`src/rtl/lpm_add_sub_pipe.sv`:
```
// Multi-lane adder/subtractor with carry-out, overflow and optional saturation,
// followed by a valid/ready pipeline of PIPELINE stages where bubbles collapse.
module lpm_add_sub_pipe #(
  parameter int LANE_WIDTH = 32,
  parameter int LANES      = 1,
  parameter int PIPELINE   = 2,
  parameter int SIGNED     = 1,
  parameter int SATURATE   = 0
) (
  input  logic                        clock,
  input  logic                        aclr_n,
  input  logic                        in_valid,
  output logic                        in_ready,
  input  logic [LANES*LANE_WIDTH-1:0] dataa,
  input  logic [LANES*LANE_WIDTH-1:0] datab,
  input  logic [LANES-1:0]            cin,
  input  logic                        add_sub,
  output logic                        out_valid,
  input  logic                        out_ready,
  output logic [LANES*LANE_WIDTH-1:0] result,
  output logic [LANES-1:0]            cout,
  output logic [LANES-1:0]            overflow
);
  localparam int W = LANES * LANE_WIDTH;
  localparam logic [LANE_WIDTH-1:0] MAX_POS  = {1'b0, {(LANE_WIDTH-1){1'b1}}};
  localparam logic [LANE_WIDTH-1:0] MIN_NEG  = {1'b1, {(LANE_WIDTH-1){1'b0}}};
  localparam logic [LANE_WIDTH-1:0] ALL_ONES = {LANE_WIDTH{1'b1}};
  localparam logic [LANE_WIDTH-1:0] ALL_ZERO = {LANE_WIDTH{1'b0}};

  logic [W-1:0]            res_s;
  logic [LANES-1:0]        cout_s;
  logic [LANES-1:0]        ovf_s;
  logic [LANE_WIDTH-1:0]   a_s;
  logic [LANE_WIDTH-1:0]   b_s;
  logic [LANE_WIDTH-1:0]   r_s;
  logic [LANE_WIDTH:0]     sum_s;
  logic                    ovf_lane_s;

  logic [PIPELINE-1:0]               valid_q, valid_d;
  logic [PIPELINE-1:0][W-1:0]        res_q, res_d;
  logic [PIPELINE-1:0][LANES-1:0]    cout_q, cout_d;
  logic [PIPELINE-1:0][LANES-1:0]    ovf_q, ovf_d;
  logic                              rdy_s;
  logic                              in_ready_s;

  // Per-lane arithmetic; subtract is a + ~b + cin so cout is the not-borrow.
  always_comb begin
    res_s      = '0;
    cout_s     = '0;
    ovf_s      = '0;
    a_s        = '0;
    b_s        = '0;
    r_s        = '0;
    sum_s      = '0;
    ovf_lane_s = 1'b0;
    for (int l = 0; l < LANES; l++) begin
      a_s = dataa[l*LANE_WIDTH +: LANE_WIDTH];
      if (add_sub) begin
        b_s = datab[l*LANE_WIDTH +: LANE_WIDTH];
      end else begin
        b_s = ~datab[l*LANE_WIDTH +: LANE_WIDTH];
      end
      sum_s = {1'b0, a_s} + {1'b0, b_s} + {{LANE_WIDTH{1'b0}}, cin[l]};
      r_s   = sum_s[LANE_WIDTH-1:0];
      if (SIGNED != 0) begin
        ovf_lane_s = (a_s[LANE_WIDTH-1] == b_s[LANE_WIDTH-1]) &&
                     (r_s[LANE_WIDTH-1] != a_s[LANE_WIDTH-1]);
      end else if (add_sub) begin
        ovf_lane_s = sum_s[LANE_WIDTH];
      end else begin
        ovf_lane_s = ~sum_s[LANE_WIDTH];
      end
      if ((SATURATE != 0) && ovf_lane_s) begin
        if (SIGNED != 0) begin
          r_s = a_s[LANE_WIDTH-1] ? MIN_NEG : MAX_POS;
        end else begin
          r_s = add_sub ? ALL_ONES : ALL_ZERO;
        end
      end else begin
        r_s = sum_s[LANE_WIDTH-1:0];
      end
      res_s[l*LANE_WIDTH +: LANE_WIDTH] = r_s;
      cout_s[l] = sum_s[LANE_WIDTH];
      ovf_s[l]  = ovf_lane_s;
    end
  end

  // Ready ripples back from the output; a stage loads when empty or draining.
  always_comb begin
    valid_d    = valid_q;
    res_d      = res_q;
    cout_d     = cout_q;
    ovf_d      = ovf_q;
    rdy_s      = out_ready;
    in_ready_s = 1'b0;
    for (int k = PIPELINE-1; k >= 1; k--) begin
      rdy_s = ~valid_q[k] | rdy_s;
      if (rdy_s) begin
        valid_d[k] = valid_q[k-1];
      end else begin
        valid_d[k] = valid_q[k];
      end
      if (rdy_s && valid_q[k-1]) begin
        res_d[k]  = res_q[k-1];
        cout_d[k] = cout_q[k-1];
        ovf_d[k]  = ovf_q[k-1];
      end else begin
        res_d[k]  = res_q[k];
        cout_d[k] = cout_q[k];
        ovf_d[k]  = ovf_q[k];
      end
    end
    rdy_s      = ~valid_q[0] | rdy_s;
    in_ready_s = rdy_s;
    if (rdy_s) begin
      valid_d[0] = in_valid;
    end else begin
      valid_d[0] = valid_q[0];
    end
    if (rdy_s && in_valid) begin
      res_d[0]  = res_s;
      cout_d[0] = cout_s;
      ovf_d[0]  = ovf_s;
    end else begin
      res_d[0]  = res_q[0];
      cout_d[0] = cout_q[0];
      ovf_d[0]  = ovf_q[0];
    end
  end

  // Stage registers; reset clears valids and payload so outputs read zero.
  always_ff @(posedge clock or negedge aclr_n) begin
    if (!aclr_n) begin
      valid_q <= '0;
      res_q   <= '0;
      cout_q  <= '0;
      ovf_q   <= '0;
    end else begin
      valid_q <= valid_d;
      res_q   <= res_d;
      cout_q  <= cout_d;
      ovf_q   <= ovf_d;
    end
  end

  assign in_ready  = in_ready_s;
  assign out_valid = valid_q[PIPELINE-1];
  assign result    = res_q[PIPELINE-1];
  assign cout      = cout_q[PIPELINE-1];
  assign overflow  = ovf_q[PIPELINE-1];
endmodule

```
`config.mk`:
```
export PLATFORM = sky130hd
export DESIGN_NAME = lpm_add_sub_pipe
export DESIGN_NICKNAME = d
export VERILOG_FILES = /design/src/rtl/lpm_add_sub_pipe.sv
export SDC_FILE = /design/constraint.sdc
export NUM_CORES = 1
export LEC_CHECK = 0
export BUFFER_PORTS_ARGS = -buffer_cell sky130_fd_sc_hd__buf_2
export CAP_MARGIN = 40
export CORE_UTILIZATION = 55
export DETAILED_ROUTE_END_ITERATION = 8
export PLACE_DENSITY = 0.87
export SLEW_MARGIN = 20
export SYNTH_ARGS = -nofsm -noshare
export SYNTH_HDL_FRONTEND = slang
export SYNTH_SLANG_ARGS = --single-unit
```
`constraint.sdc`:
```
create_clock -name clock -period 4.11 [get_ports clock]
set_input_delay 0.411 -clock clock [delete_from_list [all_inputs] [get_ports clock]]
set_output_delay 0.411 -clock clock [all_outputs]
set_load 0.1 [all_outputs]
```
# Word-level counts from Yosys, hierarchy flattened
# Index checks and enable logic that the tools add are counted.
[op_classes]
add_sub_neg = 2
n_eq_ne = 2
n_mux = 1
bitwise_logic = 5
n_reduce_logical = 3
[op_table]
columns = ["op", "count"]
rows = [
  ["$add 32x32->33", 1],
  ["$add 33x1->33", 1],
  ["$mux 32", 1],
  ["$not 32->32", 1],
  ["$logic_and 1x1->1", 3],
  ["$not 1->1", 2],
  ["$or 1x1->1", 2],
  ["$eq 1x1->1", 1],
  ["$ne 1x1->1", 1],
]
[word_totals]
regBits = 70
out_inout_bits = 36
elab_cells = 21

# Logic depth before layout (Yosys ltp)
[logic_depth]
ltp_word = 6
mapped_depth = 12

# Least setup slack after synthesis
# OpenSTA, ideal clock, no wires.
[synth_timing]
path_type = "register to register"
start = "register valid_q[1]"
end = "register res_q[25] in the netlist's numbering"
arrival_ps = 3043
path_slack_ps = 941
stages_incl_launch_ff = 7
n_path_buf = 1
period_less_slack_ps = 3169
path_cell_list = "dfrtp_1 -> nand3b_1 -> nand2_1 -> clkbuf_1 -> nor3_1 -> a21oi_1 -> nand3_1"
[synth_via]
elab_chain_cells = 4
[synth_rtl]
columns = ["element", "line", "rtl"]
rows = [
  ["start: declaration", "39", "logic [PIPELINE-1:0] valid_q, valid_d;"],
  ["start signal: assignment", "139", "valid_q <= valid_d;"],
  ["$not 1->1", "97", "rdy_s = ~valid_q[k] | rdy_s;"],
  ["$or 1x1->1", "97", ""],
  ["$or 1x1->1", "113", "rdy_s = ~valid_q[0] | rdy_s;"],
  ["net in_ready", "13", "output logic in_ready,"],
  ["$logic_and 1x1->1", "120", "if (rdy_s && in_valid) begin"],
  ["end signal: assignment", "140", "res_q <= res_d;"],
  ["end: declaration", "40", "logic [PIPELINE-1:0][W-1:0] res_q, res_d;"],
]
# The timed path passes the listed nets, and every way through them passes these cells.
# A chain may end at the register's enable or synchronous reset.

# Final worst setup path
[layout_timing]
start = "input add_sub"
end = "register ovf_q[0] in the netlist's numbering"
[layout_via]
elab_chain_cells = 5
[layout_rtl]
columns = ["element", "line", "rtl"]
rows = [
  ["start: declaration", "17", "input logic add_sub,"],
  ["$mux 32 *", "58", "if (add_sub) begin"],
  ["$add 32x32->33", "63", "sum_s = {1'b0, a_s} + {1'b0, b_s} + {{LANE_WIDTH{1'b0}}, cin[l]};"],
  ["$add 33x1->33", "63", ""],
  ["$ne 1x1->1", "67", "(r_s[LANE_WIDTH-1] != a_s[LANE_WIDTH-1]);"],
  ["$logic_and 1x1->1 *", "66", "ovf_lane_s = (a_s[LANE_WIDTH-1] == b_s[LANE_WIDTH-1]) &&"],
  ["end signal: assignment", "142", "ovf_q <= ovf_d;"],
  ["end: declaration", "42", "logic [PIPELINE-1:0][LANES-1:0] ovf_q, ovf_d;"],
]
# Every way passes the cells marked *; elsewhere a longest branch is shown, timed or not.

==> out/qor.yml <==
h-tree-depth: 3
route.met3.wl_um: 453
clockBufferDepth: 2
period_share_pct: 71.15
cts_tree: "built"
slew_violations: 0
gp_congestion: 0.9102
place_ws_ps: 869.7
fillers: 700
endpoint_kind: "flop"
ff2ff_path_depth: 4
post-route-min-period_ps: 2924
portBuffers: 105
vdd_drop_max_v: 0.0002952
grt_pass1_vias: 3662
synth_area_um2: 4835
routed_wl_um: 10920
hold_violations: 0
grt_usage_pct: 25.16
syn2layout_area_growth_pct: 12.89
cts_setup_buffers: 0
worst_slew_pin_slew_ps: 561.0
clock-root-buffer: "clkbuf_8"
hold_depth: 2
synth_seq_area_share_pct: 36.23
synthTopCellsByCount: "dfrtp_1 (70), nand2_1 (60), xnor2_1 (45)"
firstDrtPassIters: 5
clkSinkCount: 70
fmaxAchievable_mhz: 342.0
io_pins: 106
drive_above_1_share_pct: 29.40
clkTransAtPathRegs_ps: 70
synth_top_area_cell: "dfrtp_1"
antenna_cells: 0
drt_iter0_drc: 216
synth_cell_types: 58
synth_cells: 510
std_cell_rows: 33
antenna_found_initial: 0
startpoint_type: "primary input"
finalSetupViolations: 0
clk_latency_ps: 340
synthMostInstantiatedCell: "dfrtp_1"
cts_made_buffers: 9
path_max_fanout: 18
arrival_ps: 3170
fin_worst_skew_ps: 7.828
rsz0062_at_grt: "false"
syn_nets: 613
setup_slack_ps: 1186
fin_tns_setup_ps: 0
grt_start_max_net_pins: 41
dp_hpwl_um: 8618
min_path_type: "in -> reg"
synth_edf_count: 0
worstPathRequired_ps: 4360
leakagePower_nw: 2.554
crit_type: "in -> reg"
cts_hold_repair.buffers: 1
synth-async-reset-ratio_pct: 100.0
slew_headroom_pct: 62.51
wl_met2_um: 5116
viasPerCell: 5.626
fp.dieW_um: 95.76
yosys_most_used_dff: "dfrtp_1"
wl_met1_um: 5171
synth_top_area_share_pct: 36.23
postSynthAreaPerCell_um2: 9.480
ctsResizeCount: 0
dr.max_layer_used: "met4"
die_area_um2: 9169
core_um2: 8341
antenna_left: 0
ys_seq_elements: 70
die_h_um: 95.76
drcViolationCount: 0
p_per_area_nw_per_um2: 658.5
run_status: "complete, no violations"
overflow: 0
grt_pass1_wl_um: 17530
wire_per_inst_um: 15.82
start_util_pct: 57.97
num_vias: 3882
maxCapViolations: 0
ys_warn_count: 0
synthTopCellsByArea: "dfrtp_1 (36%), mux2_2 (8.2%), xnor2_1 (8.2%)"
fin_nets: 683
power by group:
group	internal (mW)	switching, mW	total [mW]
logic	0.468	1.51	1.98
clock network	0.284	0.269	0.553
registers	0.923	0.136	1.06
worst max-delay path, stage by stage:
cell	delay, ps
buf_2	290
buf_4	360
xnor2_1	120
ha_1	370
a21oi_1	270
o21ai_0	200
a221oi_2	320
o31ai_2	190
a211oi_2	320
xor2_1	110
o31ai_1	200
cell families after synthesis:
kind of cell	share of synthesized area [%]
AND/OR/NAND/NOR	11.52
AO/OA/AOI/OAI	16.56
multiplexers	8.152
buffers and inverters	7.815
flip-flops	36.23
XOR/XNOR	10.87
adder cells (fa/ha/maj)	8.851
cell usage in the layout, fill, tap and decap left out, types with 9 or more instances in the layout:
master	synthesis	layout
o21ai_0	38	38
clkbuf_8	0	9
a21o_1	9	9
xor2_1	15	15
nor2_1	13	13
xnor2_1	45	45
mux2_2	35	35
nand2_1	60	59
inv_1	15	15
nand3_1	10	10
dfrtp_1	70	70
a31oi_1	9	9
a21oi_1	32	32
ha_1	31	31
buf_2	1	105
worst paths after layout:
| check | startpoint | slack (ps) | end |
|---|---|---|---|
| min in group asynchronous | aclr_n | 510 | res_q[6] |
| setup reg to reg | valid_q[1] | 2330 | result[6] |
| max in group asynchronous | aclr_n | 2730 | result[13] |
| hold / removal | in_valid | 300 | valid_q[0] |
| hold reg to reg | res_q[14] | 490 | res_q[14] |
| setup / recovery | add_sub | 1190 | ovf_q[0] |
metrics by stage:
| step | hold WS, ps | total power [mW] | cell area (µm²) | instances | util [%] |
|---|---|---|---|---|---|
| after floorplan | 115.4 | 2.853 | 4835 | 510 | - |
| after global placement | 460.3 | 2.987 | 5202 | 671 | 62.38 |
| after detailed placement | 319.7 | 3.047 | 5250 | 673 | 62.95 |
| after CTS | 298.0 | 3.605 | 5458 | 690 | 65.44 |
| after global routing | 316.7 | 3.774 | 5458 | 690 | 65.44 |
| final | 303.9 | 3.594 | 5458 | 690 | 65.44 |
layer usage:
| layer | vias up | GRT usage, % |
|---|---|---|
| met5 | - | 0 |
| met4 | 0 | 9.453 |
| met3 | 13 | 2.528 |
| met2 | 118 | 40.12 |
| met1 | 1848 | 35.48 |
| li1 | 1903 | - |
final cells by class:
| class | instances | area (µm²) | share of cell area (%) |
|---|---|---|---|
| clock inverter | 6 | 70.07 | 1.284 |
| sequential | 70 | 1752 | 32.10 |
| tap | 105 | 131.4 | 2.407 |
| timing repair buffer | 112 | 613.1 | 11.23 |
| inverter | 15 | 56.30 | 1.032 |
| clock buffer | 10 | 127.6 | 2.338 |
| multi-input combinational | 372 | 2708 | 49.61 |
flip-flops by register name, summed over array words and instances, names as in the netlist:
signal    cells
valid_q       2
cout          1
res_q        32
overflow      1
cout_q        1
ovf_q         1
result       32
(Power assumes the default switching activity.)
